## src/rtl/cart_bus_arbiter_if.sv

```systemverilog
// cart_bus_arbiter_if
//   Host-side request/response bundle for cart_bus_arbiter.
//   master : the host requester (ROM dump / save-RAM backup engine)
//   slave  : the arbiter
// Signals:
//   host_req          request, held with stable fields until host_ack
//   host_write        1 = write, 0 = read
//   host_address      16-bit cartridge address
//   host_wdata        8-bit write data
//   host_chip_select  chip select driven during the host access
//   host_ack          one-cycle completion pulse
//   host_rdata        read data, valid from host_ack onward
//   host_error        valid with host_ack; 1 = request rejected
//   host_owner        1 while the host drives the cartridge bus
`timescale 1ns/1ps
interface cart_bus_arbiter_if;
   logic        host_req;
   logic        host_write;
   logic [15:0] host_address;
   logic [7:0]  host_wdata;
   logic        host_chip_select;
   logic        host_ack;
   logic [7:0]  host_rdata;
   logic        host_error;
   logic        host_owner;

   modport master (
      output host_req, host_write, host_address, host_wdata, host_chip_select,
      input  host_ack, host_rdata, host_error, host_owner
   );

   modport slave (
      input  host_req, host_write, host_address, host_wdata, host_chip_select,
      output host_ack, host_rdata, host_error, host_owner
   );
endinterface

```

## src/rtl/cart_bus_arbiter.sv

```systemverilog
// cart_bus_arbiter
//   Shares the physical cartridge bus between the Gameboy core and a host
//   requester. The core can never be stalled: whenever it drives a read or
//   write strobe it owns the pins in that same cycle. Host accesses start only
//   after IDLE_CYCLES consecutive core-idle cycles, last ACCESS_CYCLES cycles,
//   and are abandoned and retried from scratch if the core reclaims the bus.
// Configuration macro:
//   CART_ARB_HOST_WRITE_EN  defined: host writes are executed on the bus.
//                           undefined: host writes are acked at once with
//                           host_error = 1 and never touch the bus.
// Ports:
//   clock, reset              clk_4mhz domain, asynchronous active-high reset
//   gb_*                      core cartridge port (address, wdata, strobes, cs,
//                             gb_data_read returns the D pins combinationally)
//   host                      cart_bus_arbiter_if.slave request/response bundle
//   cart_*                    cartridge pin drivers (address, data out + oe,
//                             data in, active-low rd/wr, chip select)
`timescale 1ns/1ps
module cart_bus_arbiter #(
   parameter int IDLE_CYCLES   = 2,
   parameter int ACCESS_CYCLES = 4
) (
   input  logic                clock,
   input  logic                reset,
   input  logic [15:0]         gb_address,
   input  logic [7:0]          gb_data_write,
   input  logic                gb_read_enable,
   input  logic                gb_write_enable,
   input  logic                gb_chip_select,
   output logic [7:0]          gb_data_read,
   cart_bus_arbiter_if.slave   host,
   output logic [15:0]         cart_address,
   output logic [7:0]          cart_data_out,
   output logic                cart_data_oe,
   input  logic [7:0]          cart_data_in,
   output logic                cart_n_rd,
   output logic                cart_n_wr,
   output logic                cart_n_cs
);

   localparam int QW = $clog2(IDLE_CYCLES + 1);
   localparam int KW = $clog2(ACCESS_CYCLES + 1);
   localparam logic [QW-1:0] QUIET_LAST = QW'(IDLE_CYCLES - 1);
   localparam logic [KW-1:0] K_LAST     = KW'(ACCESS_CYCLES - 1);

   typedef enum logic [1:0] {S_IDLE, S_QUIET, S_ACCESS, S_ACK} state_t;

   state_t        state, state_next;
   logic [QW-1:0] quiet_count, quiet_next;
   logic [KW-1:0] access_k, access_k_next;
   logic [7:0]    rdata_q, rdata_next;
   logic          error_q, error_next;
   logic          gb_active;
   logic          host_owner;

   assign gb_active    = gb_read_enable | gb_write_enable;
   assign gb_data_read = cart_data_in;
   // Core priority is combinational so its strobe hits the pins without delay.
   assign host_owner   = (state == S_ACCESS) & ~gb_active;

   assign host.host_ack   = (state == S_ACK);
   assign host.host_error = error_q;
   assign host.host_rdata = rdata_q;
   assign host.host_owner = host_owner;

   // ---- state register ----
   always_ff @(posedge clock or posedge reset) begin
      if (reset) begin
         state       <= S_IDLE;
         quiet_count <= '0;
         access_k    <= '0;
         rdata_q     <= 8'h00;
         error_q     <= 1'b0;
      end else begin
         state       <= state_next;
         quiet_count <= quiet_next;
         access_k    <= access_k_next;
         rdata_q     <= rdata_next;
         error_q     <= error_next;
      end
   end

   // ---- next-state logic ----
   always_comb begin
      state_next    = state;
      quiet_next    = quiet_count;
      access_k_next = access_k;
      rdata_next    = rdata_q;
      error_next    = error_q;
      case (state)
         S_IDLE: begin
            if (host.host_req) begin
`ifdef CART_ARB_HOST_WRITE_EN
               state_next = S_QUIET;
               quiet_next = '0;
               error_next = 1'b0;
`else
               if (host.host_write) begin
                  // Writes are rejected outright; no bus activity at all.
                  state_next = S_ACK;
                  error_next = 1'b1;
               end else begin
                  state_next = S_QUIET;
                  quiet_next = '0;
                  error_next = 1'b0;
               end
`endif
            end
         end
         S_QUIET: begin
            if (gb_active) begin
               quiet_next = '0;
            end else if (quiet_count == QUIET_LAST) begin
               state_next    = S_ACCESS;
               access_k_next = '0;
            end else begin
               quiet_next = quiet_count + 1'b1;
            end
         end
         S_ACCESS: begin
            if (gb_active) begin
               // Core reclaimed the bus: abandon and wait for a fresh idle gap.
               state_next    = S_QUIET;
               quiet_next    = '0;
               access_k_next = '0;
            end else if (access_k == K_LAST) begin
               state_next = S_ACK;
               if (!host.host_write) rdata_next = cart_data_in;
            end else begin
               access_k_next = access_k + 1'b1;
            end
         end
         S_ACK: begin
            state_next = S_IDLE;
         end
         default: begin
            state_next = S_IDLE;
         end
      endcase
   end

   // ---- pin mux ----
   always_comb begin
      cart_address  = gb_address;
      cart_data_out = gb_data_write;
      cart_data_oe  = gb_write_enable;
      cart_n_rd     = ~gb_read_enable;
      cart_n_wr     = ~gb_write_enable;
      cart_n_cs     = gb_chip_select;
      if (host_owner) begin
         cart_address  = host.host_address;
         cart_n_cs     = host.host_chip_select;
         cart_data_out = host.host_wdata;
         if (host.host_write) begin
            // First and last access cycles are data setup and hold.
            cart_data_oe = 1'b1;
            cart_n_rd    = 1'b1;
            cart_n_wr    = (access_k == '0) || (access_k == K_LAST);
         end else begin
            cart_data_oe = 1'b0;
            cart_n_rd    = 1'b0;
            cart_n_wr    = 1'b1;
         end
      end
   end

endmodule

```

## src/flat_wrapper.sv

```systemverilog
// flat-port wrapper written by rule: the top's interface ports become plain ports
module cart_bus_arbiter_flat 
#(
   parameter int IDLE_CYCLES   = 2,
   parameter int ACCESS_CYCLES = 4
)
  (clock, reset, gb_address, gb_data_write, gb_read_enable, gb_write_enable, gb_chip_select, gb_data_read, cart_address, cart_data_out, cart_data_oe, cart_data_in, cart_n_rd, cart_n_wr, cart_n_cs, host_host_req, host_host_write, host_host_address, host_host_wdata, host_host_chip_select, host_host_ack, host_host_rdata, host_host_error, host_host_owner);
  cart_bus_arbiter_if host_i ();
  input  logic clock;
  input  logic reset;
  input  logic [15:0] gb_address;
  input  logic [7:0] gb_data_write;
  input  logic gb_read_enable;
  input  logic gb_write_enable;
  input  logic gb_chip_select;
  output logic [7:0] gb_data_read;
  output logic [15:0] cart_address;
  output logic [7:0] cart_data_out;
  output logic cart_data_oe;
  input  logic [7:0] cart_data_in;
  output logic cart_n_rd;
  output logic cart_n_wr;
  output logic cart_n_cs;
  input wire logic [$bits(host_i.host_req)-1:0] host_host_req;
  input wire logic [$bits(host_i.host_write)-1:0] host_host_write;
  input wire logic [$bits(host_i.host_address)-1:0] host_host_address;
  input wire logic [$bits(host_i.host_wdata)-1:0] host_host_wdata;
  input wire logic [$bits(host_i.host_chip_select)-1:0] host_host_chip_select;
  output wire logic [$bits(host_i.host_ack)-1:0] host_host_ack;
  output wire logic [$bits(host_i.host_rdata)-1:0] host_host_rdata;
  output wire logic [$bits(host_i.host_error)-1:0] host_host_error;
  output wire logic [$bits(host_i.host_owner)-1:0] host_host_owner;
  assign host_i.host_req = host_host_req;
  assign host_i.host_write = host_host_write;
  assign host_i.host_address = host_host_address;
  assign host_i.host_wdata = host_host_wdata;
  assign host_i.host_chip_select = host_host_chip_select;
  assign host_host_ack = host_i.host_ack;
  assign host_host_rdata = host_i.host_rdata;
  assign host_host_error = host_i.host_error;
  assign host_host_owner = host_i.host_owner;
  cart_bus_arbiter #(.IDLE_CYCLES(IDLE_CYCLES), .ACCESS_CYCLES(ACCESS_CYCLES)) u_core (.clock(clock), .reset(reset), .gb_address(gb_address), .gb_data_write(gb_data_write), .gb_read_enable(gb_read_enable), .gb_write_enable(gb_write_enable), .gb_chip_select(gb_chip_select), .gb_data_read(gb_data_read), .host(host_i), .cart_address(cart_address), .cart_data_out(cart_data_out), .cart_data_oe(cart_data_oe), .cart_data_in(cart_data_in), .cart_n_rd(cart_n_rd), .cart_n_wr(cart_n_wr), .cart_n_cs(cart_n_cs));
endmodule
```

## config.mk

```make
export PLATFORM = sky130hd
export DESIGN_NAME = cart_bus_arbiter_flat
export DESIGN_NICKNAME = d
export VERILOG_FILES = /design/src/rtl/cart_bus_arbiter_if.sv /design/src/rtl/cart_bus_arbiter.sv /design/src/flat_wrapper.sv
export SDC_FILE = /design/constraint.sdc
export NUM_CORES = 1
export LEC_CHECK = 0
export BUFFER_PORTS_ARGS = -buffer_cell sky130_fd_sc_hd__buf_4
export CAP_MARGIN = 20
export CORE_MARGIN = 1.5
export CORE_UTILIZATION = 30
export CTS_CLUSTER_DIAMETER = 120
export CTS_CLUSTER_SIZE = 16
export DETAILED_ROUTE_END_ITERATION = 16
export PLACE_DENSITY = 0.76
export SYNTH_ARGS = -nofsm -noshare
export SYNTH_HDL_FRONTEND = slang
export SYNTH_SLANG_ARGS = --single-unit
```

## constraint.sdc

```tcl
create_clock -name clock -period 2.8 [get_ports clock]
set_input_delay 0.14 -clock clock [delete_from_list [all_inputs] [get_ports clock]]
set_output_delay 0.14 -clock clock [all_outputs]
set_load 0.02 [all_outputs]
```

== After elaboration in Yosys (flattened, before gate mapping) ==
Cells that the tools add are included.
Operators by class
  add/sub/neg operators: 2
  multipliers: 0
  div/mod/pow operators: 0
  order comparisons: 0
  equality and inequality tests: 13
  shift-type cells: 0
  multiplexer cells: 26
  bitwise logic cells: 6
  reduce and logical (&&, ||, !) cells: 10
Operators with widths (number)
  $mux 2: 11
  $mux 16: 1
  $mux 3: 4
  $reduce_and 4->1: 3
  $ne 3x2->1 const B: 3
  $mux 8: 1
  $pmux 2 s4: 1
  $mux 1: 6
  $ne 2x2->1 const B: 3
  $pmux 2 s3: 1
  $pmux 3 s2: 1
  $reduce_and 5->1: 1
  $eq 2x1->1 const B: 2
  $eq 2x2->1 const B: 2
  $ne 2x1->1 const B: 2
  $not 1->1: 4
  $add 3x1->3 const B: 1
  $eq 3x2->1 const B: 1
  $logic_not 3->1: 1
  $reduce_bool 3->1: 1
  $add 2x1->2 const B: 1
  $logic_not 2->1: 1
  $reduce_and 2->1: 1
  $reduce_bool 2->1: 1
  other kinds (3): 3
Word-level totals
  register bits: 16
  latch bits: 0
  RAM bits: 0
  ROM bits: 0
  bits of input ports: 64
  output and inout port bits: 47
  word-level logic and storage cells: 62
  memories kept: 0

== Depth between registers and ports, before layout ==
  depth after elaboration: 4
  gate-level depth with buffers: 6
  gate-level depth less buffers: 5

== Worst setup path after synthesis ==
Ideal clock, no wire load.
  path kind: reg-to-output
  start: register u_core.state[0]
  end: output cart_address[0]
  arrival: 1.640 ns
  data required time: 2.660 ns
  setup slack: 1.020 ns
  stages on the path, launching flop included: 6
  path buffers: 1
  path through: dfrtp_1 inv_1 ha_1 nor3b_2 buf_2 mux2_2
On the way
  word-level cells in the longest chain between the ends: 3
Ends and longest elaborated chain
  start, declared: RTL line cart_bus_arbiter.sv:48  | state_t state, state_next;
  start signal, assigned: RTL line cart_bus_arbiter.sv:75  | state <= state_next;
  $eq 2x2->1: RTL line cart_bus_arbiter.sv:59  | assign host_owner = (state == S_ACCESS) & ~gb_active;
  $and 1x1->1: RTL line cart_bus_arbiter.sv:59
  via host_host_owner: RTL line flat_wrapper.sv:32  | output wire logic [$bits(host_i.host_owner)-1:0] host_host_owner;
  $mux 16: RTL line cart_bus_arbiter.sv:150  | if (host_owner) begin
  end, declared: RTL line flat_wrapper.sv:17  | output logic [15:0] cart_address;
The timed path passes the listed nets, and every way through them passes these cells.

== Final worst setup path ==
  start: register u_core.state[0]
  end: output cart_address[0]
On the way
  word-level cells in the longest chain between the ends: 3
Ends and longest elaborated chain (RTL line)
  $eq 2x2->1: cart_bus_arbiter.sv:59
  $and 1x1->1: cart_bus_arbiter.sv:59
  $mux 16: cart_bus_arbiter.sv:150
No other way between the ends.

==> flow_metrics.py <==
metrics = {
    "grt": {
        "grt_usage_pct": 14.0,
        "grt_max_degree": 32,
        "antenna_found_initial": 0,
        "gr-total-overflow": 0,
        "grt_pass1_wl_um": 4770,
        "grt_pass1_vias": 1049,
    },
    "synth": {
        "synth_edf_count": 0,
        "synth_ff_type": "dfrtp_1",
        "synth_nets": 186,
        "synth.top_cells.by_area": "dfrtp_1 32%, mux2_2 23%, ha_1 9.0%",
        "yosys_warnings": 0,
        "netlist_instances": 113,
        "ys_types": 28,
        "synth_area_um2": 1240,
        "ys_ff_latch": 16,
        "synth_top_area_share_pct": 32.2,
        "async_flop_share_pct": 100,
        "yosysTopAreaCell": "dfrtp_1",
        "seq_area_frac_synth_pct": 32.2,
        "avgSynthCellArea_um2": 11.0,
    },
    "floorplanning": {
        "start_util_pct": 31.1,
        "fp.dieH_um": 67.4,
        "die_x_um": 67.4,
        "ios": 111,
        "design.die.area_um2": 4550,
        "num_rows": 23,
        "fp.coreArea_um2": 4000,
    },
    "layout": {
        "num-fill-cells": 367,
        "final_common_cell": "buf_4",
        "area.growth.synth_to_final_pct": 71.3,
        "nNetsFinal": 291,
        "final_cell_mix": "111 x buf_4, 25 x mux2_2, 16 x dfrtp_1, 11 x inv_1, 9 x ha_1",
        "antennaDiodeCount": 0,
        "drive_gt1_share_pct": 65.4,
    },
    "flow_run": {
        "drv_cap": 0,
    },
    "setup_path": {
        "setup.worst_path.end_class": "output pin",
        "slowest_delay_ns": 0.40,
        "critical_path_class": "flip-flop to output pin",
        "crit_path_start_kind": "flip-flop",
        "reg2regPathDepth": 5,
        "crit_slowest_cell": "dfrtp_1",
        "path_cells": "inv_1, ha_1, nor3b_4, buf_4, mux2_2, buf_4",
        "path_max_fanout": 31,
        "worstPathArrival_ns": 2.17,
        "reg2reg_slack_ns": 0.86,
        "crit_family": "buffers and inverters",
        "critical_path_buf_inv_count": 3,
        "timing.rr.start": "u_core.state[0]$_DFFE_PP0P_",
        "cp_common_cell": "buf_4",
        "worstPathRequired_ns": 2.66,
        "r2r-end": "u_core.host.host_rdata[1]$_DFFE_PP0P_",
    },
    "power": {
        "p_leak_nw": 1.13,
        "p_per_area_nw_per_um2": 528,
        "total_power_mw": 1.13,
        "ir_drop_v": 0.000320,
    },
    "timing": {
        "hold_violations": 0,
        "tightest_slew_ns": 0.597,
        "rsz0062_at_grt": "false",
        "finClkSkew_ns": 0.00185,
        "setup_viol": 0,
        "timing.final.crit_share_pct": 82.4,
        "setup_tns_ns": 0,
        "slew_violations": 0,
        "fmax_mhz": 433,
        "min_period_ns": 2.31,
        "relSlewSlack_pct": 60.2,
    },
    "routing": {
        "via_per_inst": 4.45,
        "dr_total_vias": 1189,
        "wl_per_cell_um": 12.9,
        "firstDrtPassIters": 3,
        "routed_wl_um": 3450,
        "drc": 0,
        "drt_iter0_drc": 20,
        "ant_nets": 0,
    },
    "clock_tree": {
        "cts.repair.resized": 0,
        "h-tree-depth": 1,
        "clk_path_buf_depth": 2,
        "numClockSinks": 16,
        "clk_latency_ns": 0.25,
        "cts_setup_buffers": 0,
        "numCtsBuffers": 3,
        "cts_tree": "built",
        "cts_root_buf": "clkbuf_8",
        "clk_pin_slew_worst_paths_ns": 0.06,
    },
    "run_status": {
        "outcome": "finished clean",
    },
    "placed_design": {
        "routabilityCongestion": 0.800,
        "dp_hpwl_um": 2920,
        "io_buffers": 110,
    },
    "min_path": {
        "holdPathStages": 2,
        "hold_class": "input port to flip-flop",
        "hold_start": "cart_data_in[6]",
        "hold-path-endpoint": "u_core.host.host_rdata[6]$_DFFE_PP0P_",
    },
}
[synthesized netlist by cell type, types with 2 or more instances]
master    count
a21o_1        2
a21oi_1       2
a221oi_1      2
buf_2         4
buf_4         8
dfrtp_1      16
ha_1          9
inv_1        11
mux2_1        8
mux2_2       25
mux2i_1       4
nand2_1       2
nand2b_1      2
nor2_1        2
o22ai_1       3
[registers in the layout, indices dropped and copies added, names as in the netlist]
register	flops
u_core.access_k	3
u_core.host.host_rdata	8
u_core.state	2
u_core.host.host_error	1
u_core.quiet_count	2
[metrics by stage]
stage | std cells | hold WS [ns] | worst slack [ns] | utilization (%) | cell area (um^2)
global route | 267 | 0.110 | 0.389 | 53.3 | 2130
CTS | 267 | 0.112 | 0.488 | 53.3 | 2130
detailed placement | 262 | 0.254 | 0.776 | 51.7 | 2070
finish | 267 | 0.117 | 0.491 | 53.3 | 2130
global placement | 262 | 0.259 | 0.798 | 51.7 | 2070
floorplan | 113 | 0.0537 | 1.02 | - | 1240
[routing by layer]
layer | routed length (um) | GRT usage (%)
met1 | 1380 | 18.3
met2 | 1880 | 22.6
met3 | 163 | 4.17
met4 | 17 | 3.06
met5 | 0 | 0
[how the worst max path moves through the flow]
stage	from	endpoint	slack (ns)	cells past startpoint
2_1_floorplan	u_core.state[0]$_DFFE_PP0P_	cart_address[0]	1.02	5
3_3_place_gp	u_core.state[0]$_DFFE_PP0P_	cart_address[0]	0.80	6
3_5_place_dp	u_core.state[0]$_DFFE_PP0P_	cart_address[0]	0.78	6
4_1_cts	u_core.state[0]$_DFFE_PP0P_	cart_address[0]	0.49	6
5_1_grt	u_core.state[0]$_DFFE_PP0P_	cart_address[0]	0.39	6
6_report	u_core.state[0]$_DFFE_PP0P_	cart_address[0]	0.49	6
[final cells by class]
class                           count  area, um^2  share of cell area (%)
Multi-Input combinational cell     74         729                    34.2
Tap cell                           50        62.6                    2.93
Clock buffer                        4        55.1                    2.58
Timing Repair Buffer              112         843                    39.6
Inverter                           11        41.3                    1.94
Sequential cell                    16         400                    18.8
[worst register-to-register path, delay by kind of cell (launching register included)]
kind / cells / cell delay, ns
multiplexers: 1 / 0.38
adder cells (fa/ha/maj): 1 / 0.25
flip-flops: 1 / 0.40
AND/OR/NAND/NOR: 2 / 0.66
buffers and inverters: 1 / 0.13
[report_power, final]
group	switching (mW)	total (mW)	internal (mW)
Combinational	0.319	0.637	0.318
Clock	0.0752	0.200	0.125
Sequential	0.0230	0.289	0.266
[timing repair]
item                                    CTS  global route
endpoints found under the hold margin    16             0
endpoints found under the setup margin    0             0
hold buffers                              1             0
[logic make-up after synthesis]
kind of cell    after synthesis  share of synthesized area (%)
buf+inv                      23                           9.75
compound gates               15                           8.94
fa+ha+maj                     9                           9.05
simple gates                 13                           7.04
flops                        16                           32.2
mux                          37                           33.1
Note: power is estimated with default switching activity, not from simulation.
